[config.mk]
export PLATFORM = sky130hd
export DESIGN_NAME = router_fsm_nch_flat
export DESIGN_NICKNAME = d
export VERILOG_FILES = /design/src/rtl/router_fsm_nch_if.sv /design/src/rtl/router_fsm_nch.sv /design/src/flat_wrapper.sv
export SDC_FILE = /design/constraint.sdc
export NUM_CORES = 1
export LEC_CHECK = 0
export CAP_MARGIN = 25
export CORE_MARGIN = 1
export CORE_UTILIZATION = 47
export CTS_BUF_LIST = sky130_fd_sc_hd__clkbuf_4
export CTS_CLUSTER_DIAMETER = 150
export DETAILED_ROUTE_END_ITERATION = 8
export PLACE_DENSITY_LB_ADDON = 0.08
export REMOVE_ABC_BUFFERS = 1
export SLEW_MARGIN = 25
export SYNTH_ARGS = -nofsm -noshare
export SYNTH_HDL_FRONTEND = slang
export SYNTH_SLANG_ARGS = --single-unit
[constraint.sdc]
create_clock -name clock -period 5.2 [get_ports clock]
set_clock_uncertainty 0.05 [all_clocks]
set_input_delay 0.78 -clock clock [delete_from_list [all_inputs] [get_ports clock]]
set_output_delay 0.78 -clock clock [all_outputs]
set_load 0.05 [all_outputs]
[src/rtl/router_fsm_nch_if.sv]
// Router FSM bus: source/FIFO status inputs and load-control outputs.
// master drives the status side, slave is the FSM that decodes it.
interface router_fsm_nch_if #(
    parameter int NUM_CH = 3,
    parameter int ADDR_W = 2
);
    logic              pkt_valid;
    logic [ADDR_W-1:0] data_in;
    logic              fifo_full;
    logic [NUM_CH-1:0] fifo_empty;
    logic [NUM_CH-1:0] soft_reset;
    logic              parity_done;
    logic              low_packet_valid;
    logic [NUM_CH-1:0] dest_sel;
    logic              detect_add;
    logic              lfd_state;
    logic              ld_state;
    logic              laf_state;
    logic              full_state;
    logic              write_enb_reg;
    logic              rst_int_reg;
    logic              busy;
    logic              drop_err;
    logic              timeout_err;

    modport master (
        output pkt_valid, data_in, fifo_full, fifo_empty, soft_reset,
        output parity_done, low_packet_valid,
        input  dest_sel, detect_add, lfd_state, ld_state, laf_state,
        input  full_state, write_enb_reg, rst_int_reg, busy,
        input  drop_err, timeout_err
    );

    modport slave (
        input  pkt_valid, data_in, fifo_full, fifo_empty, soft_reset,
        input  parity_done, low_packet_valid,
        output dest_sel, detect_add, lfd_state, ld_state, laf_state,
        output full_state, write_enb_reg, rst_int_reg, busy,
        output drop_err, timeout_err
    );
endinterface

[src/rtl/router_fsm_nch.sv]
// Control FSM for a 1xNUM_CH packet router: header decode, load sequencing,
// full stalls, invalid-address drop and wait-for-empty timeout drop.
// Ports: clock, reset (async high), bus (router_fsm_nch_if.slave).
module router_fsm_nch #(
    parameter int NUM_CH       = 3,
    parameter int ADDR_W       = 2,
    parameter int WAIT_TIMEOUT = 0,
    parameter int TO_W         = 8
) (
    input  logic             clock,
    input  logic             reset,
    router_fsm_nch_if.slave  bus
);
    typedef enum logic [3:0] {
        S_DECODE, S_LFD, S_LD, S_WAIT, S_LP,
        S_CPE, S_FULL, S_LAF, S_DROP
    } state_t;

    localparam bit TO_EN = (WAIT_TIMEOUT != 0);
    localparam logic [TO_W-1:0] TO_LAST =
        TO_W'(TO_EN ? WAIT_TIMEOUT - 1 : 0);

    state_t            ps_q, ps_d;
    logic [NUM_CH-1:0] dest_q, dest_d;
    logic [TO_W-1:0]   cnt_q, cnt_d;
    logic              drop_err_q, drop_err_d;
    logic              to_err_q, to_err_d;

    // Destination is held one-hot; an address >= NUM_CH shifts out to zero.
    logic [NUM_CH-1:0] addr_oh;
    logic              addr_ok;
    logic              addr_empty;
    logic              sel_empty;
    logic              sel_soft;

    assign addr_oh    = NUM_CH'(1) << bus.data_in;
    assign addr_ok    = |addr_oh;
    assign addr_empty = |(bus.fifo_empty & addr_oh);
    assign sel_empty  = |(bus.fifo_empty & dest_q);
    assign sel_soft   = |(bus.soft_reset & dest_q);

    always_comb begin
        ps_d       = ps_q;
        dest_d     = dest_q;
        cnt_d      = '0;
        drop_err_d = 1'b0;
        to_err_d   = 1'b0;
        case (ps_q)
            S_DECODE: begin
                if (bus.pkt_valid) begin
                    if (!addr_ok) begin
                        ps_d       = S_DROP;
                        drop_err_d = 1'b1;
                    end else begin
                        dest_d = addr_oh;
                        ps_d   = addr_empty ? S_LFD : S_WAIT;
                    end
                end
            end
            S_WAIT: begin
                cnt_d = cnt_q + 1'b1;
                if (sel_empty) begin
                    ps_d = S_LFD;
                end else if (TO_EN && cnt_q == TO_LAST) begin
                    ps_d     = S_DROP;
                    to_err_d = 1'b1;
                end
            end
            S_LFD: ps_d = S_LD;
            S_LD: begin
                if (bus.fifo_full)       ps_d = S_FULL;
                else if (!bus.pkt_valid) ps_d = S_LP;
            end
            S_FULL: begin
                if (!bus.fifo_full) ps_d = S_LAF;
            end
            S_LAF: begin
                if (bus.parity_done)           ps_d = S_DECODE;
                else if (bus.low_packet_valid) ps_d = S_LP;
                else                           ps_d = S_LD;
            end
            S_LP:  ps_d = S_CPE;
            S_CPE: ps_d = bus.fifo_full ? S_FULL : S_DECODE;
            S_DROP: begin
                if (!bus.pkt_valid) ps_d = S_DECODE;
            end
            default: ps_d = S_DECODE;
        endcase
        // Output-side soft reset of the selected channel aborts the packet.
        if (ps_q != S_DECODE && ps_q != S_DROP && sel_soft) begin
            ps_d     = S_DECODE;
            to_err_d = 1'b0;
        end
    end

    always_ff @(posedge clock or posedge reset) begin
        if (reset) begin
            ps_q       <= S_DECODE;
            dest_q     <= '0;
            cnt_q      <= '0;
            drop_err_q <= 1'b0;
            to_err_q   <= 1'b0;
        end else begin
            ps_q       <= ps_d;
            dest_q     <= dest_d;
            cnt_q      <= cnt_d;
            drop_err_q <= drop_err_d;
            to_err_q   <= to_err_d;
        end
    end

    assign bus.detect_add    = (ps_q == S_DECODE);
    assign bus.lfd_state     = (ps_q == S_LFD);
    assign bus.ld_state      = (ps_q == S_LD);
    assign bus.laf_state     = (ps_q == S_LAF);
    assign bus.full_state    = (ps_q == S_FULL);
    assign bus.rst_int_reg   = (ps_q == S_CPE);
    assign bus.write_enb_reg = (ps_q == S_LD) || (ps_q == S_LP) ||
                               (ps_q == S_LAF);
    assign bus.busy          = (ps_q == S_LFD) || (ps_q == S_WAIT) ||
                               (ps_q == S_LP) || (ps_q == S_CPE) ||
                               (ps_q == S_FULL) || (ps_q == S_LAF);
    assign bus.dest_sel      = (ps_q == S_DECODE || ps_q == S_DROP) ?
                               '0 : dest_q;
    assign bus.drop_err      = drop_err_q;
    assign bus.timeout_err   = to_err_q;
endmodule

[src/flat_wrapper.sv]
// flat-port wrapper written by rule: the top's interface ports become plain ports
module router_fsm_nch_flat 
#(
    parameter int NUM_CH       = 3,
    parameter int ADDR_W       = 2,
    parameter int WAIT_TIMEOUT = 0,
    parameter int TO_W         = 8
)
  (clock, reset, bus_pkt_valid, bus_data_in, bus_fifo_full, bus_fifo_empty, bus_soft_reset, bus_parity_done, bus_low_packet_valid, bus_dest_sel, bus_detect_add, bus_lfd_state, bus_ld_state, bus_laf_state, bus_full_state, bus_write_enb_reg, bus_rst_int_reg, bus_busy, bus_drop_err, bus_timeout_err);
  router_fsm_nch_if #(.NUM_CH(NUM_CH), .ADDR_W(ADDR_W)) bus_i ();
  input  logic clock;
  input  logic reset;
  input wire logic [$bits(bus_i.pkt_valid)-1:0] bus_pkt_valid;
  input wire logic [$bits(bus_i.data_in)-1:0] bus_data_in;
  input wire logic [$bits(bus_i.fifo_full)-1:0] bus_fifo_full;
  input wire logic [$bits(bus_i.fifo_empty)-1:0] bus_fifo_empty;
  input wire logic [$bits(bus_i.soft_reset)-1:0] bus_soft_reset;
  input wire logic [$bits(bus_i.parity_done)-1:0] bus_parity_done;
  input wire logic [$bits(bus_i.low_packet_valid)-1:0] bus_low_packet_valid;
  output wire logic [$bits(bus_i.dest_sel)-1:0] bus_dest_sel;
  output wire logic [$bits(bus_i.detect_add)-1:0] bus_detect_add;
  output wire logic [$bits(bus_i.lfd_state)-1:0] bus_lfd_state;
  output wire logic [$bits(bus_i.ld_state)-1:0] bus_ld_state;
  output wire logic [$bits(bus_i.laf_state)-1:0] bus_laf_state;
  output wire logic [$bits(bus_i.full_state)-1:0] bus_full_state;
  output wire logic [$bits(bus_i.write_enb_reg)-1:0] bus_write_enb_reg;
  output wire logic [$bits(bus_i.rst_int_reg)-1:0] bus_rst_int_reg;
  output wire logic [$bits(bus_i.busy)-1:0] bus_busy;
  output wire logic [$bits(bus_i.drop_err)-1:0] bus_drop_err;
  output wire logic [$bits(bus_i.timeout_err)-1:0] bus_timeout_err;
  assign bus_i.pkt_valid = bus_pkt_valid;
  assign bus_i.data_in = bus_data_in;
  assign bus_i.fifo_full = bus_fifo_full;
  assign bus_i.fifo_empty = bus_fifo_empty;
  assign bus_i.soft_reset = bus_soft_reset;
  assign bus_i.parity_done = bus_parity_done;
  assign bus_i.low_packet_valid = bus_low_packet_valid;
  assign bus_dest_sel = bus_i.dest_sel;
  assign bus_detect_add = bus_i.detect_add;
  assign bus_lfd_state = bus_i.lfd_state;
  assign bus_ld_state = bus_i.ld_state;
  assign bus_laf_state = bus_i.laf_state;
  assign bus_full_state = bus_i.full_state;
  assign bus_write_enb_reg = bus_i.write_enb_reg;
  assign bus_rst_int_reg = bus_i.rst_int_reg;
  assign bus_busy = bus_i.busy;
  assign bus_drop_err = bus_i.drop_err;
  assign bus_timeout_err = bus_i.timeout_err;
  router_fsm_nch #(.NUM_CH(NUM_CH), .ADDR_W(ADDR_W), .WAIT_TIMEOUT(WAIT_TIMEOUT), .TO_W(TO_W)) u_core (.clock(clock), .reset(reset), .bus(bus_i));
endmodule
==> impl_metrics.tcl <==
set metrics [dict create \
    cts-resized-gates 0 \
    crit_path_start "u_core.ps_q[2]$_DFFE_PP0P_" \
    synth_cell_types 39 \
    synth_edf_count 0 \
    slowest_stage "clkdlybuf4s50_1" \
    nets 119 \
    ios 27 \
    arrival_ns 2.27 \
    cts_sinks 8 \
    yosysTopAreaCell "dfrtp_1" \
    synth_top_area_share_pct 29.4 \
    grt_pass1_vias 579 \
    r2r-start "u_core.ps_q[2]$_DFFE_PP0P_" \
    rows 13 \
    fin_crit_ns 3.10 \
    crit_type "flop to output pin" \
    gp_congestion 0.845 \
    critical_path.top_delay_family "buffers and inverters" \
    die_x_um 40.1 \
    vdd_drop_max_mv 0.421 \
    overflow 0 \
    instances_no_fill 118 \
    drc 0 \
    setup_viol 0 \
    grt_usage_pct 23.6 \
    max_slew_margin_pct 59.9 \
    period_share_pct 59.6 \
    worst_slew_pin_slew_ns 0.601 \
    wl_per_cell_um 13.6 \
    hold_path_class "flop to flop" \
    maxCapViolations 0 \
    cp.buffers_inverters 1 \
    wl_mm 1.60 \
    crit_fanout 17 \
    synthTopCellsByArea "dfrtp_1 (29%), nor2_1 (6.6%), nand2b_1 (4.6%), nor2b_1 (4.6%), nor4_4 (3.1%)" \
    die_area_um2 1610 \
    ys_seq_area_share_pct 29.4 \
    first_pass_iters 4 \
    min_to "u_core.dest_q[1]$_DFFE_PP0P_" \
    coreArea_um2 1320 \
    rr_worst_depth 4 \
    portBuffers 25 \
    endpoint_kind "output pin" \
    finalMaxSlewViolations 0 \
    leakagePower_nw 0.412 \
    cp_slowest_stage_delay_ns 0.85 \
    n_fill_cell 105 \
    min_from "u_core.dest_q[1]$_DFFE_PP0P_" \
    ys.flop_type "dfrtp_1" \
    timing.rr.end "u_core.ps_q[0]$_DFFE_PP0P_" \
    ys_warn_count 0 \
    post_cts_buffers 0 \
    tritoncts "built" \
    cts_root_buf "clkbuf_4" \
    htreeDepth 1 \
    ctsHoldBuffers 0 \
    dp_cells 115 \
    r2r_slack_ns 3.29 \
    cts_buffers 3 \
    area_delta_synth_final_pct 36.9 \
    final_util_pct 70.8 \
    placed_area_um2 911 \
    grt_pass1_wl_mm 2.44 \
    fin_tns_setup_ns 0 \
    timing_hold_violations_final 0 \
    status "complete, no violations" \
    grt_max_degree 18 \
    place_hpwl_mm 1.25 \
    syn_inst 81 \
    postSynthAreaPerCell_um2 8.42 \
    async_flop_share_pct 100 \
    antenna_left 0 \
    drt_iter0_drc 16 \
    ff_latch_area_um2 200 \
    antenna_found_initial 0 \
    fin_area_um2 933 \
    crit_path_start_kind "flop" \
    clkTransAtPathRegs_ns 0.05 \
    clk_latency_ns 0.25 \
    clock.fmax_mhz 323 \
    crit_chain "xor2_1 > nor2_1 > a211oi_1 > clkdlybuf4s50_1" \
    ys_ff_latch 8 \
    power_density_nw_per_um2 636 \
    holdPathStages 1 \
    required_ns 4.37 \
    multiInputGateArea_um2 427 \
    vias 664 \
    layout-drive-gt1-share_pct 7.77 \
    diodes 0 \
    via_per_inst 5.63 \
    rsz0062_at_grt "no" \
    start_util_pct 51.8 \
    die_y_um 40.1 \
    syn-cell-area_um2 682 \
    clockBufferDepth 2 \
]
## through the flow
| stage | power (mW) | setup slack, ns | hold WS (ns) |
|---|---|---|---|
| final | 0.594 | 2.10 | 0.512 |
| after global routing | 0.633 | 1.96 | 0.529 |
| after CTS | 0.599 | 2.07 | 0.510 |
| after detailed placement | 0.552 | 2.35 | 0.498 |
| after global placement | 0.541 | 2.43 | 0.480 |
| after floorplan | 0.424 | 2.32 | 0.437 |
## cells in the final DEF, fill, tap and decap left out, drive strengths merged, types with 3 or more instances in the layout
cell,count
dfrtp,8
nor2b,5
clkdlybuf4s50,25
clkbuf,3
nor3,4
inv,4
nand2b,5
nand2,5
nor2,12
## routing by layer
metal	share of wire, %	GRT usage [%]	up-vias
met4	1.0	15.5	0
met5	0	0	-
met2	51	37.9	24
met3	4.7	3.33	2
li1	-	-	336
met1	43	29.1	302
## worst max-delay path by stage
stage | to | cells past startpoint
global placement | bus_write_enb_reg | 4
CTS | bus_write_enb_reg | 4
finish | bus_write_enb_reg | 4
detailed placement | bus_write_enb_reg | 4
floorplan | bus_write_enb_reg | 3
global route | bus_write_enb_reg | 4
## cell families (layout without fill, tap and decap cells)
group,after synthesis,in the layout,synth area share [%]
and+or+nand+nor,38,38,32.8
AOI/OAI and AO/OA,20,20,23.1
buffers and inverters,10,32,8.07
DFF,8,8,29.4
muxes,3,3,4.77
other,1,1,0.550
xor gates and xnor gates,1,1,1.28
## power breakdown
group / internal [mW] / switching (mW) / leakage, nW
clock: 0.0262 / 0.0185 / 0.0138
combinational: 0.162 / 0.244 / 0.295
sequential: 0.0847 / 0.0587 / 0.103
## cells in the mapped netlist (all sizes together), types with 2 or more instances
library cell	count
nor2b	5
o22ai	2
dfrtp	8
mux2	2
o22a	2
nand2	5
a211o	2
buf	5
nand2b	5
nor3	4
o21ai	2
inv	4
nor2	12
a211oi	2
a21oi	2
## worst register-to-register path: stages (launching register included)
cell and delay (ns):
dfrtp_1 0.58, or3b_1 0.46, a211oi_2 0.19, o21a_2 0.19
mux2_1 0.32
## sequential cells by signal, summed over array words and instances (netlist names)
register,flops
u_core.dest_q,3
u_core.bus.drop_err,1
u_core.ps_q,4
## layout make-up
| type | count | share of cell area [%] |
|---|---|---|
| clock buffer | 3 | 2.41 |
| multi-input combinational | 63 | 45.7 |
| tap | 15 | 2.01 |
| sequential | 8 | 21.4 |
| inverter | 4 | 1.61 |
| timing repair buffer | 25 | 26.8 |
Power figures use the tool's default switching activity.
